<file path="config.mk">
export PLATFORM = sky130hd
export DESIGN_NAME = vending_credit_engine
export DESIGN_NICKNAME = d
export VERILOG_FILES = /design/src/rtl/vending_credit_engine_pkg.sv /design/src/rtl/vm_change_select.sv /design/src/rtl/vending_credit_engine.sv
export SDC_FILE = /design/constraint.sdc
export NUM_CORES = 1
export LEC_CHECK = 0
export CAP_MARGIN = 20
export CORE_ASPECT_RATIO = 1.75
export CORE_UTILIZATION = 55
export DETAILED_ROUTE_END_ITERATION = 10
export HOLD_SLACK_MARGIN = 0.08
export PLACE_DENSITY = 0.87
export REMOVE_ABC_BUFFERS = 1
export SETUP_SLACK_MARGIN = 0.05
export SYNTH_ARGS = -nofsm -noshare
export SYNTH_HDL_FRONTEND = slang
export SYNTH_SLANG_ARGS = --single-unit
</file>
<file path="constraint.sdc">
create_clock -name clk -period 8.7 [get_ports clk]
set_clock_uncertainty 0.15 [all_clocks]
set_input_delay 1.305 -clock clk [delete_from_list [all_inputs] [get_ports clk]]
set_output_delay 1.305 -clock clk [all_outputs]
set_load 0.02 [all_outputs]
</file>
<file path="src/rtl/vending_credit_engine_pkg.sv">
`default_nettype none
// ============================================================================
// Module   : vending_credit_engine_pkg
// Brief    : shared FSM states, default constants and width helper
// Revision : 1.0
// ============================================================================
package vending_credit_engine_pkg;

  typedef enum logic [1:0] {
    ST_IDLE   = 2'd0,
    ST_ACTIVE = 2'd1,
    ST_RETURN = 2'd2
  } vm_state_e;

  localparam int         C_NUM_COINS   = 3;
  localparam int         C_NUM_ITEMS   = 4;
  localparam int         C_TOTAL_BITS  = 31;
  localparam int         C_WAIT_CYCLES = 100;
  localparam logic [7:0] C_STOCK_INIT  = 8'd10;

  // Compare width wide enough for both the credit and a raw 32-bit value, plus carry.
  function automatic int calc_aw(input int total_bits);
    return ((total_bits > 32) ? total_bits : 32) + 1;
  endfunction

endpackage
`default_nettype wire

</file>
<file path="src/rtl/vm_change_select.sv">
`default_nettype none
// ============================================================================
// Module   : vm_change_select
// Brief    : greedy pick of the largest non-zero coin not exceeding the credit
// Revision : 1.0
// ============================================================================
module vm_change_select
  import vending_credit_engine_pkg::*;
#(
  parameter int NUM_COINS  = C_NUM_COINS,
  parameter int TOTAL_BITS = C_TOTAL_BITS
) (
  input  logic [TOTAL_BITS-1:0]   i_credit,
  input  logic [NUM_COINS*32-1:0] i_coin_value,
  output logic                    o_valid,
  output logic [NUM_COINS-1:0]    o_coin,
  output logic [31:0]             o_value
);

  localparam int AW = calc_aw(TOTAL_BITS);

  // Ascending scan: the last fitting coin is the largest one.
  always_comb begin
    o_valid = 1'b0;
    o_coin  = '0;
    o_value = '0;
    for (int i = 0; i < NUM_COINS; i++) begin
      if ((i_coin_value[i*32 +: 32] != 32'd0) &&
          (AW'(i_coin_value[i*32 +: 32]) <= AW'(i_credit))) begin
        o_valid   = 1'b1;
        o_coin    = '0;
        o_coin[i] = 1'b1;
        o_value   = i_coin_value[i*32 +: 32];
      end
    end
  end

endmodule
`default_nettype wire

</file>
<file path="src/rtl/vending_credit_engine.sv">
`default_nettype none
// ============================================================================
// Module   : vending_credit_engine
// Brief    : coin credit, item dispense and greedy change return FSM;
//            optional per-item stock counters under VM_ITEM_STOCK_EN
// Revision : 1.0
// ============================================================================
module vending_credit_engine
  import vending_credit_engine_pkg::*;
#(
  parameter int NUM_COINS   = C_NUM_COINS,
  parameter int NUM_ITEMS   = C_NUM_ITEMS,
  parameter int TOTAL_BITS  = C_TOTAL_BITS,
  parameter int WAIT_CYCLES = C_WAIT_CYCLES
) (
  input  logic                    clk,
  input  logic                    reset_n,
  input  logic [NUM_COINS-1:0]    i_input_coin,
  input  logic [NUM_ITEMS-1:0]    i_select_item,
  input  logic                    i_trigger_return,
  input  logic [NUM_COINS*32-1:0] i_coin_value,
  input  logic [NUM_ITEMS*32-1:0] i_item_price,
  output logic [NUM_ITEMS-1:0]    o_available_item,
  output logic [NUM_ITEMS-1:0]    o_output_item,
  output logic [NUM_COINS-1:0]    o_return_coin,
  output logic                    o_coin_reject,
  output logic [TOTAL_BITS-1:0]   o_current_total,
  output logic                    o_busy_return
);

  localparam int AW = calc_aw(TOTAL_BITS);
  localparam int TW = (WAIT_CYCLES > 0) ? $clog2(WAIT_CYCLES + 1) : 1;

  vm_state_e             r_state, w_state_nxt;
  logic [TOTAL_BITS-1:0] r_total, w_total_nxt;
  logic [TW-1:0]         r_timer, w_timer_nxt;
  logic [NUM_ITEMS-1:0]  r_output_item, w_output_item;
  logic [NUM_COINS-1:0]  r_return_coin, w_return_coin;
  logic                  r_coin_reject, w_coin_reject;

  logic [NUM_ITEMS-1:0]  w_price_ok, w_in_stock, w_avail;
  logic [NUM_ITEMS-1:0]  w_sel_onehot;
  logic [31:0]           w_sel_price, w_coin_val, w_chg_value;
  logic                  w_sel_ok, w_coin_hit, w_coin_ok, w_chg_valid, w_event;
  logic [NUM_COINS-1:0]  w_chg_coin;
  logic [AW-1:0]         w_sum;

  // Prices beyond the credit range compare as unaffordable thanks to the wide compare.
  generate
    for (genvar i = 0; i < NUM_ITEMS; i++) begin : g_price
      assign w_price_ok[i] = AW'(r_total) >= AW'(i_item_price[i*32 +: 32]);
    end
  endgenerate

`ifdef VM_ITEM_STOCK_EN
  generate
    for (genvar i = 0; i < NUM_ITEMS; i++) begin : g_stock
      logic [7:0] r_stock;
      always_ff @(posedge clk or negedge reset_n) begin
        if (!reset_n) begin
          r_stock <= C_STOCK_INIT;
        end else if (w_output_item[i] && (r_stock != 8'd0)) begin
          r_stock <= r_stock - 8'd1;
        end
      end
      assign w_in_stock[i] = (r_stock != 8'd0);
    end
  endgenerate
`else
  assign w_in_stock = '1;
`endif

  assign w_avail = w_price_ok & w_in_stock;

  // Lowest-index coin and lowest-index selection win; descending scan lets index 0 overwrite.
  always_comb begin
    w_coin_hit   = 1'b0;
    w_coin_val   = '0;
    w_sel_onehot = '0;
    w_sel_price  = '0;
    for (int i = NUM_COINS - 1; i >= 0; i--) begin
      if (i_input_coin[i]) begin
        w_coin_hit = 1'b1;
        w_coin_val = i_coin_value[i*32 +: 32];
      end
    end
    for (int i = NUM_ITEMS - 1; i >= 0; i--) begin
      if (i_select_item[i]) begin
        w_sel_onehot    = '0;
        w_sel_onehot[i] = 1'b1;
        w_sel_price     = i_item_price[i*32 +: 32];
      end
    end
  end

  assign w_sel_ok  = |(w_sel_onehot & w_avail);
  assign w_sum     = AW'(r_total) + AW'(w_coin_val);
  assign w_coin_ok = w_coin_hit && (w_sum[AW-1:TOTAL_BITS] == '0);
  assign w_event   = w_coin_ok || w_sel_ok;

  vm_change_select #(
    .NUM_COINS  (NUM_COINS),
    .TOTAL_BITS (TOTAL_BITS)
  ) u_change_select (
    .i_credit     (r_total),
    .i_coin_value (i_coin_value),
    .o_valid      (w_chg_valid),
    .o_coin       (w_chg_coin),
    .o_value      (w_chg_value)
  );

  always_comb begin
    w_state_nxt   = r_state;
    w_total_nxt   = r_total;
    w_timer_nxt   = r_timer;
    w_output_item = '0;
    w_return_coin = '0;
    w_coin_reject = 1'b0;
    case (r_state)
      ST_IDLE, ST_ACTIVE: begin
        w_coin_reject = w_coin_hit && !w_coin_ok;
        if (w_coin_ok) begin
          w_total_nxt = TOTAL_BITS'(w_sum);
        end
        if (w_sel_ok) begin
          w_total_nxt   = w_total_nxt - TOTAL_BITS'(w_sel_price);
          w_output_item = w_sel_onehot;
        end
        if (w_event) begin
          w_timer_nxt = TW'(WAIT_CYCLES);
          w_state_nxt = ST_ACTIVE;
        end else if ((r_state == ST_ACTIVE) && (r_timer != '0)) begin
          w_timer_nxt = r_timer - TW'(1);
        end
        if (i_trigger_return || ((r_state == ST_ACTIVE) && (r_timer == '0) && !w_event)) begin
          w_state_nxt = (w_total_nxt != '0) ? ST_RETURN : ST_IDLE;
          w_timer_nxt = '0;
        end
      end
      ST_RETURN: begin
        w_coin_reject = w_coin_hit;
        if (w_chg_valid) begin
          w_return_coin = w_chg_coin;
          w_total_nxt   = r_total - TOTAL_BITS'(w_chg_value);
        end else begin
          w_state_nxt = ST_IDLE;
        end
      end
      default: w_state_nxt = ST_IDLE;
    endcase
  end

  always_ff @(posedge clk or negedge reset_n) begin
    if (!reset_n) begin
      r_state       <= ST_IDLE;
      r_total       <= '0;
      r_timer       <= '0;
      r_output_item <= '0;
      r_return_coin <= '0;
      r_coin_reject <= 1'b0;
    end else begin
      r_state       <= w_state_nxt;
      r_total       <= w_total_nxt;
      r_timer       <= w_timer_nxt;
      r_output_item <= w_output_item;
      r_return_coin <= w_return_coin;
      r_coin_reject <= w_coin_reject;
    end
  end

  assign o_available_item = w_avail;
  assign o_output_item    = r_output_item;
  assign o_return_coin    = r_return_coin;
  assign o_coin_reject    = r_coin_reject;
  assign o_current_total  = r_total;
  assign o_busy_return    = (r_state == ST_RETURN);

endmodule
`default_nettype wire
</file>
==> results.json <==
{
  "slowest_stage": "or4_4",
  "place_inst": 3045,
  "ios": 278,
  "grt_max_degree": 67,
  "yosys-top-cells-count": "301 x ha_1, 251 x a21oi_1, 228 x nand2_1, 228 x nor2_1, 196 x inv_1",
  "power.switching_mw": 4.95,
  "htreeDepth": 2,
  "grt_pass1_vias": 20300,
  "holdCritStartpoint": "r_timer[1]",
  "holdPathEnd": "r_timer[1]",
  "fin_crit_sh_pct": 95.7,
  "route.detailed.drc": 0,
  "dieArea_mm2": 0.0303,
  "drive_above_1_share_pct": 6.72,
  "rr_endpoint": "o_current_total[30]",
  "num_rows": 83,
  "path_delay_family": "compound AO/OA/AOI/OAI gates",
  "die_y_um": 230,
  "synth_top_area_cell": "ha_1",
  "peakVddDrop_mv": 0.345,
  "slew_headroom_pct": 18.4,
  "synthFlopType": "dfrtp_1",
  "cts_tree": "built",
  "cts-root-buf": "clkbuf_16",
  "finalCriticalPeriod_ns": 8.33,
  "worstPathRequired_ns": 8.71,
  "hold_viol": 0,
  "start_util_pct": 55.8,
  "vias": 20700,
  "p_comb_share_pct": 91.2,
  "power_switching_share_pct": 58.3,
  "area_growth_pct": 24.2,
  "arrival_ns": 8.34,
  "syn_area_per_cell_um2": 6.82,
  "max-cap-violations": 0,
  "drt_wl_total_mm": 70.5,
  "slowest_delay_ns": 0.52,
  "clock-sinks": 48,
  "maxSlewViolCount": 0,
  "synthTopCellsByArea": "ha_1 23%, a21oi_1 7.7%, dfrtp_1 7.4%, o21ai_0 5.6%, nand2_1 5.3%",
  "worstRegToRegCells": 30,
  "fin_area_mm2": 0.0202,
  "io_buffers": 277,
  "synth_most_common_cell": "ha_1",
  "tightestPinTransition_ns": 1.21,
  "place_area_mm2": 0.0199,
  "finalNonFillerCells": 3061,
  "cp.buffers_inverters": 2,
  "cts_max_path_buffers": 2,
  "power_leakage_nw": 9.14,
  "synth_top_area_share_pct": 23.1,
  "antennaDiodeCount": 0,
  "max_freq_mhz": 120,
  "total_power_mw": 8.50,
  "ys_seq_area_share_pct": 7.37,
  "yosys_register_bits": 48,
  "r2r_start": "o_current_total[24]",
  "async_reset_ff_share_pct": 100,
  "dpl.hpwl_mm": 57.2,
  "drtPass1Iterations": 10,
  "cts_hold_buf": 0,
  "synthDistinctLibCells": 87,
  "internal_power_mw": 3.55,
  "die-width_um": 132,
  "clk_pin_slew_ns": 0.07,
  "status": "finished, final reports clean",
  "wl_per_cell_um": 23.0,
  "gp_congestion": 1.04,
  "ff2ff_setup_slack_ns": 0.92,
  "whs_ns": 0.393,
  "min_path_cells": 2,
  "worstHoldPathType": "flip-flop to flip-flop",
  "vias_per_cell": 6.76,
  "syn-cell-area_mm2": 0.0163,
  "grt_pass1_wl_mm": 105,
  "core_mm2": 0.0292,
  "drt-initial-drc-count": 1831,
  "worstSetupPathType": "primary input to flip-flop",
  "clk_latency_ns": 0.30,
  "synthCells": 2389,
  "cts_buffers": 5,
  "p_seq_share_pct": 6.3,
  "synth-edff-count": 0,
  "crit_fanout": 5,
  "power_density_mw_per_mm2": 420,
  "finalSetupViolCount": 0,
  "startpoint_type": "primary input",
  "antenna_found_initial": 0,
  "fillCellCount": 2554,
  "grtUsageTotal_pct": 44.4,
  "grt_overflow": 0,
  "yosys_warnings": 0,
  "ant_nets": 0,
  "crit_path_end_kind": "flip-flop",
  "power.share.clock_pct": 2.4,
  "rsz0062_at_grt": "no",
  "final_nets": 3217
}
[sequential cells by signal, summed over array words and instances, names as in the netlist]
register,flops
o_coin_reject,1
r_state,2
r_timer,7
o_current_total,31
o_return_coin,3
o_output_item,4
[repair_timing]
action,in CTS,in global routing
endpoints found under the setup margin,0,7
setup buffers,0,7
resized for setup,0,33
[power groups by stage]
stage | clock [mW] | sequential (mW) | combinational (mW)
finish | 0.208 | 0.538 | 7.76
floorplan | 0 | 0.611 | 4.83
global route | 0.212 | 0.538 | 8.36
global placement | 0 | 0.523 | 7.14
detailed placement | 0 | 0.528 | 7.36
CTS | 0.208 | 0.524 | 7.41
[cells by family (layout without fill, tap and decap cells)]
kind of cell,Yosys count,after routing,share of synthesized area (%)
AOI/OAI and AO/OA,838,838,33.1
xor gates and xnor gates,67,67,3.60
adders and majority gates,310,310,23.9
buffers and inverters,292,581,6.88
DFF,48,48,7.37
muxes,14,14,0.883
and+or+nand+nor,820,821,24.3
[how the worst max path moves through the flow]
stage | depth (start not counted) | to | from
2_1_floorplan | 29 | o_current_total[30] | i_coin_value[62]
3_3_place_gp | 30 | o_current_total[30] | i_coin_value[26]
3_5_place_dp | 30 | o_current_total[30] | i_coin_value[26]
4_1_cts | 30 | o_current_total[30] | i_coin_value[26]
5_1_grt | 29 | r_state[1] | i_input_coin[0]
6_report | 32 | r_state[1] | i_coin_value[64]
[tightest hold or removal path: cells and delay by family, from the launching register on]
family	cells	cell delay, ns
AO/OA/AOI/OAI	1	0.08
AND/OR/NAND/NOR	1	0.05
flip-flops	1	0.37
[area by class of cell]
cell class                      instances  area, um2  area share [%]
Clock inverter                          1       8.76          0.0433
Multi-Input combinational cell       2050      14100            69.7
Inverter                              196        736            3.64
Tap cell                              382        478            2.36
Sequential cell                        48       1200            5.94
Timing Repair Buffer                  378       3560            17.6
Clock buffer                            6        139           0.687
[placed cells by master, fill, tap and decap left out, drive strengths merged, types with 41 or more instances in the layout]
| cell | n |
|---|---|
| dfrtp | 48 |
| nor3 | 58 |
| nand4 | 44 |
| ha | 301 |
| buf | 106 |
| clkdlybuf4s50 | 270 |
| a21oi | 251 |
| o21ai | 185 |
| nor4 | 41 |
| nand2 | 228 |
| inv | 196 |
| a211oi | 97 |
| a21o | 47 |
| nand3 | 61 |
| nor2 | 230 |
[per-stage QoR]
stage               setup TNS (ns)  worst slack (ns)  utilization, %
floorplan                        0             0.625               -
detailed placement          -0.165            -0.113            68.1
finish                           0             0.372            69.3
global route                     0            0.0856            69.3
global placement           -0.0468           -0.0468            68.1
CTS                              0             0.147            68.6
[per-layer routing]
layer	track usage (%)	part of all wire, %	vias to the layer above
li1	-	-	9476
met1	42.9	34	9520
met2	78.6	49	1193
met3	7.41	6.5	490
met4	44.0	11	0
met5	0	0	-
(Power assumes the default switching activity.)
